==> src/rtl/mem_bus_arbiter.sv <==
// mem_bus_arbiter
//   Shares one synchronous memory port between two masters:
//   requester 0 is the CPU and requester 1 is the loader/debug master.
//   Each access runs IDLE -> ISSUE -> WAIT (WAIT_STATES cycles, skipped when 0)
//   -> CAPTURE -> ACK -> IDLE. Arbitration is round-robin, and a requester
//   may hold a lock for up to MAX_LOCK back-to-back grants.
//
//   Ports
//     clock, reset        rising-edge clock; asynchronous active-high reset
//     req[1:0]            per-requester request, held until ack
//     lock[1:0]           per-requester request to keep ownership
//     addr0/1, wdata0/1,  per-requester request fields, latched in IDLE
//     we0/1
//     ack[1:0]            one-cycle completion pulse to the owner
//     rdata               read data, valid while ack is high, held until next capture
//     grant[1:0]          one-hot owner, 0 when idle
//     busy                high in every state except IDLE
//     mem_addr/wdata/we   memory controller request
//     mem_rdata           memory read data, valid the cycle after the address
//
//   Optional: define MEM_ARB_PERF_EN to add perf_clr and the saturating
//   per-requester ack counters cnt0/cnt1.

`ifdef MEM_ARB_PERF_EN
// Counts ack pulses for one requester. The counter saturates at all-ones.
// A clear takes priority over an increment in the same cycle.
module mem_arb_sat_cnt (
  input  logic        clock,
  input  logic        reset,
  input  logic        clr,
  input  logic        inc,
  output logic [15:0] cnt
);
  always_ff @(posedge clock or posedge reset)
    if (reset)                      cnt <= '0;
    else if (clr)                   cnt <= '0;
    else if (inc && (cnt != '1))    cnt <= cnt + 16'd1;
endmodule
`endif

module mem_bus_arbiter #(
  parameter int ADDR_W      = 16,
  parameter int DATA_W      = 32,
  parameter int WAIT_STATES = 0,
  parameter int MAX_LOCK    = 8
) (
  input  logic              clock,
  input  logic              reset,
  input  logic [1:0]        req,
  input  logic [1:0]        lock,
  input  logic [ADDR_W-1:0] addr0,
  input  logic [ADDR_W-1:0] addr1,
  input  logic [DATA_W-1:0] wdata0,
  input  logic [DATA_W-1:0] wdata1,
  input  logic              we0,
  input  logic              we1,
`ifdef MEM_ARB_PERF_EN
  input  logic              perf_clr,
  output logic [15:0]       cnt0,
  output logic [15:0]       cnt1,
`endif
  output logic [1:0]        ack,
  output logic [DATA_W-1:0] rdata,
  output logic [1:0]        grant,
  output logic              busy,
  output logic [ADDR_W-1:0] mem_addr,
  output logic [DATA_W-1:0] mem_wdata,
  output logic              mem_we,
  input  logic [DATA_W-1:0] mem_rdata
);

  typedef enum logic [2:0] {S_IDLE, S_ISSUE, S_WAIT, S_CAPT, S_ACK} state_t;

  // When WAIT_STATES is 0, the WAIT state is never entered and WS_LAST is unused.
  localparam logic [3:0] WS_LAST = 4'(WAIT_STATES - 1);
  localparam logic [7:0] MAX_LK  = 8'(MAX_LOCK);

  state_t                   state, state_nxt;
  logic [3:0]               wait_cnt;
  logic [7:0]               lock_cnt;
  logic                     last_grant;   // index of the previous owner
  logic                     we_q;
  logic [1:0]               grant_q;
  logic                     win;          // index of the requester that wins in IDLE
  logic                     lock_win;

  // Per-requester request fields, packed so the winner index selects them directly.
  logic [1:0][ADDR_W-1:0]   addr_v;
  logic [1:0][DATA_W-1:0]   wdata_v;
  logic [1:0]               we_v;

  assign addr_v  = {addr1, addr0};
  assign wdata_v = {wdata1, wdata0};
  assign we_v    = {we1, we0};

  // The previous owner keeps the bus while it holds lock and has quota left.
  // Otherwise the other requester takes priority whenever it is asking.
  always_comb begin
    lock_win = req[last_grant] && lock[last_grant] && (lock_cnt < MAX_LK);
    if (lock_win)              win = last_grant;
    else if (req[~last_grant]) win = ~last_grant;
    else                       win = last_grant;
  end

  // State register
  always_ff @(posedge clock or posedge reset)
    if (reset) state <= S_IDLE;
    else       state <= state_nxt;

  // Next-state logic
  always_comb begin
    state_nxt = state;
    case (state)
      S_IDLE:  if (req != 2'b00) state_nxt = S_ISSUE;
      S_ISSUE: state_nxt = (WAIT_STATES == 0) ? S_CAPT : S_WAIT;
      S_WAIT:  if (wait_cnt == WS_LAST) state_nxt = S_CAPT;
      S_CAPT:  state_nxt = S_ACK;
      S_ACK:   state_nxt = S_IDLE;
      default: state_nxt = S_IDLE;
    endcase
  end

  // Outputs. These are decoded from the state, so a reset clears mem_we and ack at once.
  always_comb begin
    ack    = 2'b00;
    mem_we = 1'b0;
    busy   = (state != S_IDLE);
    case (state)
      S_ISSUE: mem_we = we_q;
      S_ACK:   ack    = grant_q;
      default: ;
    endcase
  end

  assign grant = grant_q;

  // Datapath and arbitration state
  always_ff @(posedge clock or posedge reset)
    if (reset) begin
      mem_addr   <= '0;
      mem_wdata  <= '0;
      we_q       <= 1'b0;
      grant_q    <= 2'b00;
      last_grant <= 1'b1;      // the CPU wins the first tie
      lock_cnt   <= '0;
      wait_cnt   <= '0;
      rdata      <= '0;
    end else begin
      case (state)
        S_IDLE: if (req != 2'b00) begin
          mem_addr  <= addr_v[win];
          mem_wdata <= wdata_v[win];
          we_q      <= we_v[win];
          grant_q   <= win ? 2'b10 : 2'b01;
          // A locked regrant counts up, saturating at the quota.
          // Any other grant restarts the count, at 1 if that grant is itself locked.
          if ((win == last_grant) && lock[win])
            lock_cnt <= (lock_cnt < MAX_LK) ? lock_cnt + 8'd1 : lock_cnt;
          else
            lock_cnt <= {7'd0, lock[win]};
        end
        S_ISSUE: wait_cnt <= '0;
        S_WAIT:  wait_cnt <= wait_cnt + 4'd1;
        S_CAPT:  rdata    <= mem_rdata;
        S_ACK: begin
          last_grant <= grant_q[1];
          grant_q    <= 2'b00;
        end
        default: ;
      endcase
    end

`ifdef MEM_ARB_PERF_EN
  logic [1:0][15:0] cnt_v;
  for (genvar i = 0; i < 2; i++) begin : g_perf
    mem_arb_sat_cnt u_cnt (
      .clock (clock),
      .reset (reset),
      .clr   (perf_clr),
      .inc   (ack[i]),
      .cnt   (cnt_v[i])
    );
  end
  assign cnt0 = cnt_v[0];
  assign cnt1 = cnt_v[1];
`endif

endmodule

==> config.mk <==
export PLATFORM = sky130hd
export DESIGN_NAME = mem_bus_arbiter
export DESIGN_NICKNAME = d
export VERILOG_FILES = /design/src/rtl/mem_bus_arbiter.sv
export SDC_FILE = /design/constraint.sdc
export NUM_CORES = 1
export LEC_CHECK = 0
export ABC_AREA = 1
export BUFFER_PORTS_ARGS = -buffer_cell sky130_fd_sc_hd__buf_2
export CAP_MARGIN = 15
export CORE_ASPECT_RATIO = 1.4
export CORE_MARGIN = 4
export CORE_UTILIZATION = 48
export CTS_BUF_LIST = sky130_fd_sc_hd__clkbuf_8
export DETAILED_ROUTE_END_ITERATION = 10
export PLACE_DENSITY = 0.79
export REMOVE_ABC_BUFFERS = 1
export SYNTH_ARGS = -nofsm -noshare
export SYNTH_HDL_FRONTEND = slang
export SYNTH_SLANG_ARGS = --single-unit
==> constraint.sdc <==
create_clock -name clock -period 4.25 [get_ports clock]
set_input_delay 0.85 -clock clock [delete_from_list [all_inputs] [get_ports clock]]
set_output_delay 0.85 -clock clock [all_outputs]
set_load 0.005 [all_outputs]
Word-level counts from Yosys, hierarchy flattened
Cells that the tools add are included.
{"block": "op_classes", "n_addsub": 2, "order_cmp": 4, "n_eq_ne": 9, "mux": 27, "bitwise_logic": 1, "reduce_logical": 12}
{"operator": "two-way mux 32 bit", "n": 2}
{"operator": "two-way mux 16 bit", "n": 2}
{"operator": "two-way mux 8 bit", "n": 2}
{"operator": "two-way mux 1 bit", "n": 13}
{"operator": "case mux 3 bit (4 select lines)", "n": 1}
{"operator": "adder 8 x 1 -> 8 bit, second input constant", "n": 1}
{"operator": "< comparator 8 x 4 -> 1 bit, second input constant", "n": 1}
{"operator": "case mux 4 bit (2 select lines)", "n": 1}
{"operator": "== test 3 x 2 -> 1 bit, second input constant", "n": 2}
{"operator": "< comparator 1 x 2 -> 1 bit, second input constant", "n": 3}
{"operator": "two-way mux 2 bit", "n": 3}
{"operator": "two-way mux 3 bit", "n": 2}
{"operator": "AND reduction 2 bit", "n": 3}
{"operator": "nonzero test 2 bit", "n": 3}
{"operator": "adder 4 x 1 -> 4 bit, second input constant", "n": 1}
{"operator": "== test 4 bit, second input constant", "n": 1}
{"operator": "!= test 2 bit, second input constant", "n": 2}
{"operator": "case mux 2 bit (2 select lines)", "n": 1}
{"operator": "== test 3 x 1 -> 1 bit, second input constant", "n": 1}
{"operator": "== test 3 bit, second input constant", "n": 1}
{"operator": "logical AND 1 bit", "n": 3}
{"operator": "logical NOT 3 bit", "n": 1}
{"operator": "AND reduction 3 bit", "n": 1}
{"operator": "nonzero test 3 bit", "n": 1}
{"operator": "3 further kinds", "n": 3}
{"block": "totals", "register_bits": 99, "input_bits": 136, "out_inout_bits": 86, "elab_cells": 64}

Logic depth before layout (Yosys ltp)
{"block": "logic_depth", "depth_word": 10, "mapped_depth": 11, "ltp_nobuf": 11}

Least setup slack after synthesis
Ideal clock, no wire load.
{"block": "synth_path", "kind": "in2reg", "start": "input port req[1]", "end": "register we_q", "setup_ns": 0.127, "t_arrival_ns": 1.720, "t_required_ns": 4.123, "slack_ns": 2.403, "stages": 6, "n_path_buf": 2, "cell_sequence": "o21ai_0 -> nand2_4 -> buf_6 -> buf_4 -> a21oi_1 -> o22ai_1"}
{"block": "synth_via", "elab_chain_len": 7, "word_cells_on_any_way": 12, "classes_between": "mux: 8; reduce/logical: 4"}
{"item": "start: declaration", "line_no": "49", "rtl": "input logic [1:0] req,"}
{"item": "two-way mux 1 bit (implied by the code) (2 in series)", "line_no": "99", "rtl": "lock_win = req[last_grant] && lock[last_grant] && (lock_cnt < MAX_LK);"}
{"item": "logical AND 1 bit (2 in series)", "line_no": "99"}
{"item": "two-way mux 1 bit", "line_no": "100", "rtl": "if (lock_win) win = last_grant;"}
{"item": "two-way mux 1 bit (implied by the code) (2 in series)", "line_no": "153", "rtl": "we_q <= we_v[win];"}
{"item": "end signal: assignment", "line_no": "153"}
{"item": "end: declaration", "line_no": "82", "rtl": "logic we_q;"}
Parallel ways exist; a longest one is shown, timed or not. The select of a mux whose other input is x is not followed.
A chain may end at the register's enable or synchronous reset.

Worst setup path after layout
{"block": "layout_path", "start": "input port req[1]", "end": "register lock_cnt[2]"}
{"block": "layout_via", "elab_chain_len": 10, "word_cells_on_any_way": 16, "classes_between": "eq/ne: 2; mux: 9; reduce/logical: 5"}
{"item": "two-way mux 1 bit (implied by the code) (2 in series)", "line_no": "99"}
{"item": "logical AND 1 bit (2 in series)", "line_no": "99"}
{"item": "two-way mux 1 bit", "line_no": "100"}
{"item": "two-way mux 1 bit (implied by the code) (2 in series)", "line_no": "157", "rtl": "if ((win == last_grant) && lock[win])"}
{"item": "logical AND 1 bit", "line_no": "157"}
{"item": "!= test 2 x 1 -> 1 bit (no source line)"}
{"item": "AND reduction 3 bit (no source line)"}
{"item": "end signal: assignment", "line_no": "158", "rtl": "lock_cnt <= (lock_cnt < MAX_LK) ? lock_cnt + 8'd1 : lock_cnt;"}
{"item": "end signal: assignment", "line_no": "160", "rtl": "lock_cnt <= {7'd0, lock[win]};"}
{"item": "end: declaration", "line_no": "80", "rtl": "logic [7:0] lock_cnt;"}
Parallel ways exist; a longest one is shown, timed or not. The select of a mux whose other input is x is not followed.

==> impl_metrics.yaml <==
outcome:
  status: "complete, no violations"
setup_path:
  arrival_ns: 2.82
  crit_buf_inv: 1
  path_delay_family: "simple AND/OR/NAND/NOR gates"
  required_ns: 4.50
  ff2ff_setup_slack_ns: 1.70
  endpoint_kind: "flip-flop"
  cp_max_fo: 52
  startpoint_type: "input port"
  slowest_stage: "nand2_4"
  cpPeakStageDelay_ns: 0.64
  path_class: "in2reg"
  crit_chain: "buf_2, nand3_1, nand2_2, nand3_4, nand2_4, nand2_2, nand4_4, nand2_4, nand2_1, nand2_1"
floorplan:
  rows: 41
  initial_core_util: 0.497
  die_area_um2: 11000
  die_w_um: 90.0
  core_area_um2: 9080
  io_pins: 222
  die_y_um: 123
placement:
  gp_congestion: 0.801
  hpwl_mm: 9.29
  io_buffers: 221
  place_area_um2: 5600
  dpl.cell_count: 826
clock_network:
  clock_path_buffers: 2
  postCtsSetupRepairBufs: 0
  cts-buffers-inserted: 9
  clock_latency_ns: 0.36
  htreeDepth: 3
  cts_resized: 0
  cts_sinks: 99
  cts_tree: "yes"
  clockRootBuffer: "clkbuf_8"
  cts-hold-fix-buffers: 0
  clkTransAtPathRegs_ns: 0.09
synthesis:
  ys_seq_area_frac: 0.549
  synth-compound-area-share: 0.177
  yosys_warnings: 0
  synth.area.mux_share: 0
  synth_seq_cells: 99
  synth_top_family_by_area: "simple AND/OR/NAND/NOR gates"
  yosys.area_share.adder: 0.00554
  synthXorXnorAreaFrac: 0.00582
  synth_cell_types: 31
  synth-simple-area-share: 0.199
  syn_area_um2: 4520
  syn_inst: 527
  syn_avg_cell_area_um2: 8.57
timing:
  finalSetupTns_ns: 0
  final_hold_viol_count: 0
  slew_violations: 0
  setup_violations: 0
  fin_skew_ns: 0.00871
  worstMarginPinSlew_ns: 0.935
  post-route-min-period_ns: 2.56
  fmax_mhz: 390
  max_slew_margin: 0.376
  rsz0062_at_grt: "no"
  finalCritPeriodShare: 0.603
layout:
  instances_no_fill: 842
  design_area_um2: 5810
  drive_gt1_frac: 0.354
  num-fill-cells: 782
  antenna_cells: 0
  final_core_util: 0.640
  area_growth_pct: 28.7
  nets: 868
global_routing:
  grtUsageTotal: 0.233
  grt_max_degree: 77
  grt_pass1_vias: 4348
  overflow: 0
  antenna_found_initial: 0
  grt_first_pass_wirelength_mm: 20.6
drt:
  routed_wirelength_mm: 13.0
  drtIter0Drc: 260
  vias: 4454
  drc: 0
  viasPerCell: 5.29
  ant_nets: 0
  dr.pass1.iters: 5
  wire_per_inst_um: 15.5
power_and_ir_drop:
  vdd_drop_max_uv: 323
  p_leak_nw: 3.13
  powerDensity_nw_per_um2: 720
hold_path:
  min_path_type: "reg2reg"
flow_run:
  maxCapViolations: 0
==> synth_stat cells (all sizes together) <==
library cell  instances  area [µm²]
a21oi                51         255
xor2                  2        17.5
inv                  27         101
buf                  20         138
dfrtp                98        2450
nand3b                1        7.51
o21ai               103         515
o31ai                 1        7.51
o21bai                1        7.51
dfstp                 1        26.3
nand4                 1        21.3
o22ai                 1        6.26
clkbuf               12        50.1
xnor2                 1        8.76
a211oi                1        7.51
nand2               166         653
nand3                16         103
ha                    2        25.0
nor2                 18        82.6
nor3                  4        30.0
==> where the power goes <==
| part | switching, mW | leakage, nW | total [mW] | internal, mW |
|---|---|---|---|---|
| sequential | 0.272 | 1.22 | 1.67 | 1.39 |
| combinational | 1.16 | 1.80 | 1.89 | 0.724 |
| clock | 0.338 | 0.101 | 0.632 | 0.294 |
| total | 1.77 | 3.13 | 4.18 | 2.41 |
==> worst paths after layout <==
check	to	from	cells past startpoint
setup / recovery	lock_cnt[2]	req[1]	10
max in group asynchronous	last_grant	reset	3
min in group asynchronous	rdata[13]	reset	2
hold / removal	rdata[29]	rdata[29]	2
hold reg to reg	rdata[29]	rdata[29]	2
setup reg to reg	lock_cnt[2]	last_grant	9
==> sequential cells by signal (all words and copies together) (netlist names) <==
signal,count
rdata,32
state,3
we_q,1
last_grant,1
wait_cnt,4
mem_addr,16
lock_cnt,8
mem_wdata,32
grant,2
==> cells by family (layout without fill, tap and decap cells) <==
kind of cell | after synthesis | in the layout
simple gates | 206 | 206
compound gates | 158 | 158
flops | 99 | 99
buf+inv | 59 | 267
xor+xnor | 3 | 3
fa+ha+maj | 2 | 2
==> routing by layer <==
layer	up-vias	GRT usage	share of wire
met3	27	0.0337	0.050
li1	2123	-	-
met4	0	0.115	0.023
met1	2114	0.270	0.39
met5	-	0	0
met2	190	0.426	0.53
==> through the flow <==
stage               setup WS, ns  power, mW  hold WS (ns)
floorplan                  0.811       2.72         0.460
global placement            1.39       3.49         0.451
detailed placement          1.30       3.58         0.453
CTS                         1.69       4.22         0.475
global route                1.51       4.55         0.498
finish                      1.69       4.18         0.471
==> placed cells by master (no fill, tap or decap), types with 4 or more instances in the layout <==
cell and count:
nand2_1 160, o21ai_0 69, dfrtp_1 98, inv_2 4
a21oi_1 51, inv_1 22, o21ai_1 34, nand3_1 13
clkbuf_8 10, buf_2 221, nor2_1 16
==> layout make-up <==
class                           count  area, µm²  share of cell area
Timing Repair Buffer              224       1130               0.194
Multi-Input combinational cell    369       1750               0.302
Inverter                           27        104              0.0179
Sequential cell                    99       2480               0.427
Clock buffer                       10        138              0.0237
Tap cell                          107        134              0.0230
Clock inverter                      6       73.8              0.0127
==> worst min-delay path, cell delays in order (launching register included) <==
cell and delay [ns]:
dfrtp_1 0.35, nand2_1 0.05, nand2_1 0.05
No activity file was read; power rests on OpenSTA's default activity.
